## src/rtl/iahb_fetch_master_pkg.sv

```systemverilog
// Shared AHB-Lite encodings and fetch FSM state type for the instruction-fetch master.
package iahb_fetch_master_pkg;

    localparam logic [1:0] HTRANS_IDLE   = 2'b00;
    localparam logic [1:0] HTRANS_NONSEQ = 2'b10;

    localparam logic [2:0] HSIZE_WORD    = 3'b010;
    localparam logic [2:0] HBURST_SINGLE = 3'b000;

    localparam logic HRESP_OKAY  = 1'b0;
    localparam logic HRESP_ERROR = 1'b1;

    typedef enum logic [1:0] {
        ST_IDLE = 2'd0,
        ST_ADDR = 2'd1,
        ST_DATA = 2'd2
    } fetch_state_e;

endpackage

```

## src/rtl/iahb_fetch_master_if.sv

```systemverilog
// AHB-Lite read-only bus bundle between the fetch master and its slave.
interface iahb_fetch_master_if #(
    parameter int ADDR_WIDTH = 32,
    parameter int DATA_WIDTH = 32
);
    logic [ADDR_WIDTH-1:0] HADDR;
    logic [1:0]            HTRANS;
    logic [2:0]            HSIZE;
    logic [2:0]            HBURST;
    logic                  HWRITE;
    logic [3:0]            HPROT;
    logic [DATA_WIDTH-1:0] HRDATA;
    logic                  HREADY;
    logic                  HRESP;

    modport master (
        output HADDR, HTRANS, HSIZE, HBURST, HWRITE, HPROT,
        input  HRDATA, HREADY, HRESP
    );

    modport slave (
        input  HADDR, HTRANS, HSIZE, HBURST, HWRITE, HPROT,
        output HRDATA, HREADY, HRESP
    );
endinterface

```

## src/rtl/iahb_fetch_master.sv

```systemverilog
// Turns each instruction-fetch request into a single-beat AHB-Lite read, returning
// the word or an error, and silently drops responses for abandoned requests.
module iahb_fetch_master
    import iahb_fetch_master_pkg::*;
#(
    parameter int         ADDR_WIDTH  = 32,
    parameter int         INSTR_WIDTH = 32,
    parameter logic [3:0] FETCH_HPROT = 4'b0010
) (
    input  logic                   cpu_clk,
    input  logic                   cpu_rstn,
    input  logic                   IAHB_access,
    input  logic [ADDR_WIDTH-1:0]  IAHB_addr,
    output logic [INSTR_WIDTH-1:0] IAHB_read_data,
    output logic                   IAHB_read_data_valid,
    output logic                   IAHB_read_error,
    iahb_fetch_master_if.master    ahb
);

    fetch_state_e          r_state,    w_state_nxt;
    logic [ADDR_WIDTH-1:0] r_req_addr, w_req_addr_nxt;
    logic [ADDR_WIDTH-1:0] r_haddr,    w_haddr_nxt;
    logic [1:0]            r_htrans,   w_htrans_nxt;
    logic                  r_stale,    w_stale_nxt;
    logic                  w_mismatch;
    logic                  w_respond;

    // The fetch side has moved on if it dropped the request or changed the address.
    assign w_mismatch = !IAHB_access || (IAHB_addr != r_req_addr);

    // NOTE: every output of this block gets a default first, so no path leaves a
    // variable unassigned and no latch is inferred.
    always_comb begin
        w_state_nxt    = r_state;
        w_req_addr_nxt = r_req_addr;
        w_haddr_nxt    = r_haddr;
        w_htrans_nxt   = r_htrans;
        w_stale_nxt    = r_stale;
        w_respond      = 1'b0;

        case (r_state)
            ST_IDLE: begin
                w_stale_nxt = 1'b0;
                if (IAHB_access) begin
                    w_req_addr_nxt = IAHB_addr;
                    w_haddr_nxt    = {IAHB_addr[ADDR_WIDTH-1:2], 2'b00};
                    w_htrans_nxt   = HTRANS_NONSEQ;
                    w_state_nxt    = ST_ADDR;
                end
            end
            ST_ADDR: begin
                w_stale_nxt = r_stale | w_mismatch;
                if (ahb.HREADY) begin
                    w_htrans_nxt = HTRANS_IDLE;
                    w_state_nxt  = ST_DATA;
                end
            end
            ST_DATA: begin
                w_stale_nxt = r_stale | w_mismatch;
                if (ahb.HREADY) begin
                    // Same-cycle compare also suppresses the final response.
                    w_respond   = !r_stale && !w_mismatch;
                    w_stale_nxt = 1'b0;
                    w_state_nxt = ST_IDLE;
                end
            end
            default: begin
                w_htrans_nxt = HTRANS_IDLE;
                w_state_nxt  = ST_IDLE;
            end
        endcase
    end

    // NOTE: sequential state uses non-blocking assignments so every register
    // samples the pre-edge values, independent of statement order.
    // NOTE: reset is asynchronous so an in-flight transfer is abandoned at once.
    always_ff @(posedge cpu_clk or negedge cpu_rstn) begin
        if (!cpu_rstn) begin
            r_state    <= ST_IDLE;
            r_req_addr <= '0;
            r_haddr    <= '0;
            r_htrans   <= HTRANS_IDLE;
            r_stale    <= 1'b0;
        end else begin
            r_state    <= w_state_nxt;
            r_req_addr <= w_req_addr_nxt;
            r_haddr    <= w_haddr_nxt;
            r_htrans   <= w_htrans_nxt;
            r_stale    <= w_stale_nxt;
        end
    end

    assign ahb.HADDR  = r_haddr;
    assign ahb.HTRANS = r_htrans;
    assign ahb.HSIZE  = HSIZE_WORD;
    assign ahb.HBURST = HBURST_SINGLE;
    assign ahb.HWRITE = 1'b0;
    assign ahb.HPROT  = FETCH_HPROT;

    assign IAHB_read_data_valid = w_respond;
    assign IAHB_read_error      = w_respond && (ahb.HRESP == HRESP_ERROR);
    assign IAHB_read_data       = (w_respond && (ahb.HRESP == HRESP_OKAY)) ? ahb.HRDATA : '0;

endmodule

```

## src/flat_wrapper.sv

```systemverilog
// flat-port wrapper written by rule: the top's interface ports become plain ports
module iahb_fetch_master_flat import iahb_fetch_master_pkg::*;
#(
    parameter int         ADDR_WIDTH  = 32,
    parameter int         INSTR_WIDTH = 32,
    parameter logic [3:0] FETCH_HPROT = 4'b0010
)
  (cpu_clk, cpu_rstn, IAHB_access, IAHB_addr, IAHB_read_data, IAHB_read_data_valid, IAHB_read_error, ahb_HADDR, ahb_HTRANS, ahb_HSIZE, ahb_HBURST, ahb_HWRITE, ahb_HPROT, ahb_HRDATA, ahb_HREADY, ahb_HRESP);
  iahb_fetch_master_if #(.ADDR_WIDTH(ADDR_WIDTH), .DATA_WIDTH((32))) ahb_i ();
  input  logic cpu_clk;
  input  logic cpu_rstn;
  input  logic IAHB_access;
  input  logic [ADDR_WIDTH-1:0] IAHB_addr;
  output logic [INSTR_WIDTH-1:0] IAHB_read_data;
  output logic IAHB_read_data_valid;
  output logic IAHB_read_error;
  output wire logic [$bits(ahb_i.HADDR)-1:0] ahb_HADDR;
  output wire logic [$bits(ahb_i.HTRANS)-1:0] ahb_HTRANS;
  output wire logic [$bits(ahb_i.HSIZE)-1:0] ahb_HSIZE;
  output wire logic [$bits(ahb_i.HBURST)-1:0] ahb_HBURST;
  output wire logic [$bits(ahb_i.HWRITE)-1:0] ahb_HWRITE;
  output wire logic [$bits(ahb_i.HPROT)-1:0] ahb_HPROT;
  input wire logic [$bits(ahb_i.HRDATA)-1:0] ahb_HRDATA;
  input wire logic [$bits(ahb_i.HREADY)-1:0] ahb_HREADY;
  input wire logic [$bits(ahb_i.HRESP)-1:0] ahb_HRESP;
  assign ahb_HADDR = ahb_i.HADDR;
  assign ahb_HTRANS = ahb_i.HTRANS;
  assign ahb_HSIZE = ahb_i.HSIZE;
  assign ahb_HBURST = ahb_i.HBURST;
  assign ahb_HWRITE = ahb_i.HWRITE;
  assign ahb_HPROT = ahb_i.HPROT;
  assign ahb_i.HRDATA = ahb_HRDATA;
  assign ahb_i.HREADY = ahb_HREADY;
  assign ahb_i.HRESP = ahb_HRESP;
  iahb_fetch_master #(.ADDR_WIDTH(ADDR_WIDTH), .INSTR_WIDTH(INSTR_WIDTH), .FETCH_HPROT(FETCH_HPROT)) u_core (.cpu_clk(cpu_clk), .cpu_rstn(cpu_rstn), .IAHB_access(IAHB_access), .IAHB_addr(IAHB_addr), .IAHB_read_data(IAHB_read_data), .IAHB_read_data_valid(IAHB_read_data_valid), .IAHB_read_error(IAHB_read_error), .ahb(ahb_i));
endmodule
```

## config.mk

```make
export PLATFORM = sky130hd
export DESIGN_NAME = iahb_fetch_master_flat
export DESIGN_NICKNAME = d
export VERILOG_FILES = /design/src/rtl/iahb_fetch_master_pkg.sv /design/src/rtl/iahb_fetch_master_if.sv /design/src/rtl/iahb_fetch_master.sv /design/src/flat_wrapper.sv
export SDC_FILE = /design/constraint.sdc
export NUM_CORES = 1
export LEC_CHECK = 0
export BUFFER_PORTS_ARGS = -buffer_cell sky130_fd_sc_hd__buf_4
export CAP_MARGIN = 20
export CORE_ASPECT_RATIO = 2
export CORE_MARGIN = 8
export CORE_UTILIZATION = 35
export DETAILED_ROUTE_END_ITERATION = 10
export PLACE_DENSITY = 0.78
export SYNTH_ARGS = -nofsm -noshare
export SYNTH_HDL_FRONTEND = slang
export SYNTH_SLANG_ARGS = --single-unit
```

## constraint.sdc

```tcl
create_clock -name cpu_clk -period 2 [get_ports cpu_clk]
set_input_delay 0.5 -clock cpu_clk [delete_from_list [all_inputs] [get_ports cpu_clk]]
set_output_delay 0.5 -clock cpu_clk [all_outputs]
set_load 0.1 [all_outputs]
```

==> flow_metrics.py <==
metrics = {
    "worst_setup_path": {
        "cpPeakStageDelay_ps": 400,
        "endpoint_kind": "primary output",
        "crit_buf_inv": 2,
        "crit_family": "simple AND/OR/NAND/NOR gates",
        "cp_data_arrival_time_ps": 2240,
        "cp_cell_sequence": "xnor2_2, nand4_1, nor4_4, nand4_4, buf_4, nor3_4, buf_12",
        "startpoint_type": "flop",
        "crit_type": "flop to primary output",
        "r2r_start": "u_core.r_req_addr[11]",
        "worstPathMaxFanout": 9,
        "critical_path_required_ps": 1500,
        "cp-startpoint": "u_core.r_req_addr[11]",
        "cpMaxStageDelayCell": "dfrtp_1",
    },
    "drt": {
        "route.detailed.drc": 0,
        "first_iter_violations": 73,
        "routed_wl_um": 7960,
        "antenna_left": 0,
        "via_per_inst": 4.53,
        "vias": 2229,
        "wl_per_cell_um": 16.2,
        "firstDrtPassIters": 4,
    },
    "clock_network": {
        "htreeDepth": 2,
        "cts.path.max_buffers": 2,
        "cts_tree": "built",
        "postCtsHoldBufs": 0,
        "clk_latency_ps": 280,
        "clk_pin_slew_ps": 60,
        "clock_sinks": 36,
        "numCtsBuffers": 5,
        "post_cts_buffers": 0,
        "cts-root-buf": "clkbuf_16",
    },
    "power": {
        "p_int_mw": 3.23,
        "combPwrFrac_pct": 70.1,
        "total_power_mw": 7.23,
        "switchingPower_mw": 4.00,
        "sw_frac_of_total_pct": 55.4,
        "power_density_nw_per_um2": 1550,
        "seq_power_share_pct": 19.0,
        "p_leak_nw": 2.33,
        "irDropWorstVdd_mv": 1.24,
        "clock_power_share_pct": 10.9,
    },
    "global_route": {
        "grt_pass1_vias": 2483,
        "antenna_found_initial": 0,
        "grt_usage_pct": 14.8,
        "grt_pass1_wl_um": 12700,
        "grt_overflow": 0,
        "grt_max_degree": 37,
    },
    "timing": {
        "setup_viol": 34,
        "totalNegativeSetupSlack_ps": -24370,
        "skew_ps": 5.98,
        "maxSlewViolCount": 0,
        "hold_viol_final": 0,
        "final.period_utilization_pct": 137,
        "fmax_mhz": 365,
        "period_needed_ps": 2740,
        "rsz0062_at_grt": "true",
        "layout_setup_ws_ps": -739,
    },
    "min_path": {
        "hp-class": "input port to async pin",
    },
    "logic_synthesis": {
        "ys_ff_latch": 36,
        "synth.top_cell.area_share_pct": 34.4,
        "synth_area_leaders": "dfrtp_1 34%, mux2_2 14%, buf_4 13%, nor3_2 11%, xnor2_1 8.7%",
        "synth_area_leader_cell": "dfrtp_1",
        "ys_seq_area_share_pct": 34.4,
        "synth_cells": 258,
        "postSynthAreaPerCell_um2": 10.2,
        "ys_warn_count": 0,
        "netlist_area_um2": 2620,
        "yosys.cell_types.count": 26,
    },
    "finish": {
        "drive_gt1_share_pct": 65.3,
        "num-fill-cells": 545,
        "multi_input_area_um2": 1560,
        "register_area_um2": 901,
        "diodes": 0,
        "layout-area-overhead-vs-synth_pct": 77.8,
        "final_nets": 473,
    },
    "place": {
        "post-place-ws_ps": -790,
        "port_buffers": 133,
        "post-dp-hpwl_um": 6130,
        "place_congestion": 0.785,
    },
    "die": {
        "die_w_um": 77.2,
        "placeableCoreArea_um2": 7270,
        "dieArea_um2": 10700,
        "die_y_um": 138,
        "num_rows": 44,
        "io_pins": 148,
        "initial_utilization_pct": 36.1,
    },
    "run_status": {
        "run_status": "finished with violations",
        "violations": "setup timing",
    },
    "job": {
        "max_cap_viol_count": 0,
    },
}
## flip-flops by register name, summed over array words and instances (netlist names)
register / flops
u_core.r_req_addr: 32
u_core.r_state: 2
u_core.ahb.HTRANS: 1
u_core.r_stale: 1
## cells in the mapped netlist
library cell  count
buf_6             3
ha_1              5
conb_1            2
o2111ai_1         1
buf_4            44
nor3_2           29
nor2_1            1
nor3_1            5
xor2_1            5
nor3b_1           1
dfrtp_1          36
nor2b_1           1
nand4_2           1
nor4_2            1
nand2_1           2
clkbuf_1          2
o21ai_0           2
a22o_1            1
mux2_2           33
buf_1             4
inv_1            38
nand3_1           1
nor4_1            1
nand4_1           6
a21oi_1           7
xnor2_1          26
## worst reg2reg max path, stage by stage (launching register included)
cell,delay [ps]
dfrtp_1,400
xnor2_2,150
nand4_1,200
nor4_4,370
nand4_4,140
buf_12,240
a22o_1,210
## final timing paths
check,to,slack [ps],depth (start not counted)
setup / recovery,IAHB_read_data[7],-740,7
hold / removal,u_core.r_req_addr[6],180,1
setup reg to reg,u_core.r_stale,170,6
hold reg to reg,u_core.r_stale,520,1
max in group asynchronous,u_core.r_req_addr[29],1480,1
min in group cpu_clk,u_core.r_req_addr[15],470,2
## cells in the final DEF, fill, tap and decap left out, drive strengths merged
cell type,netlist,layout
inv,38,38
xnor2,26,26
mux2,33,33
nor3,34,34
nand4,7,7
o21ai,2,2
nor2,1,1
nor2b,1,1
xor2,5,5
nor4,2,2
o2111ai,1,1
dfrtp,36,36
buf,51,175
nand2,2,2
clkbuf,2,6
a22o,1,1
ha,5,5
nor3b,1,1
a21oi,7,7
conb,2,14
clkinvlp,0,2
nand3,1,1
## stage by stage
step	std cells	hold WS [ps]	cell area, um2	utilization, %
after floorplan	270	204	2990	-
after global routing	492	220	4660	64.1
final	492	177	4660	64.1
after CTS	492	191	4660	64.1
after detailed placement	484	496	4060	55.9
after global placement	484	493	4060	55.9
## metal layers
| layer | vias up | global-route usage [%] | part of all wire [%] |
|---|---|---|---|
| met5 | - | 0 | 0 |
| met3 | 6 | 6.23 | 9.8 |
| met4 | 0 | 4.81 | 1.3 |
| met1 | 1041 | 14.7 | 36 |
| met2 | 118 | 26.6 | 53 |
| li1 | 1064 | - | - |
## power groups by stage
stage	combinational, mW	clock (mW)	sequential, mW
final	5.07	0.791	1.37
after floorplan	3.99	0	1.46
after CTS	5.11	0.830	1.38
after global routing	5.27	0.846	1.42
after detailed placement	5.08	0	1.39
after global placement	5.04	0	1.36
## layout make-up
cell class                 instances  share of cell area [%]
clock buffer                       6                    2.98
sequential                        36                    19.3
inverter                          38                    3.06
multi-input combinational        143                    33.4
clock inverter                     2                   0.322
timing repair buffer             175                    38.4
tap                               92                    2.47
## logic make-up (layout without fill, tap and decap cells)
logic type | Yosys count | after routing | synth area share, %
buffers and inverters | 91 | 221 | 20.2
AND/OR/NAND/NOR | 49 | 49 | 15.8
flip-flops | 36 | 36 | 34.4
multiplexers | 33 | 33 | 14.2
XOR/XNOR | 31 | 31 | 10.4
AO/OA/AOI/OAI | 11 | 11 | 2.39
adder cells (fa/ha/maj) | 5 | 5 | 2.39
other | 2 | 14 | 0.287
## what timing repair did
action / in CTS / in global routing
gates resized for setup: 104 / 0
pin swaps: 2 / 1
setup endpoints to repair: 34 / 34
cloned: 0 / 0
No activity file was read; power rests on OpenSTA's default activity.
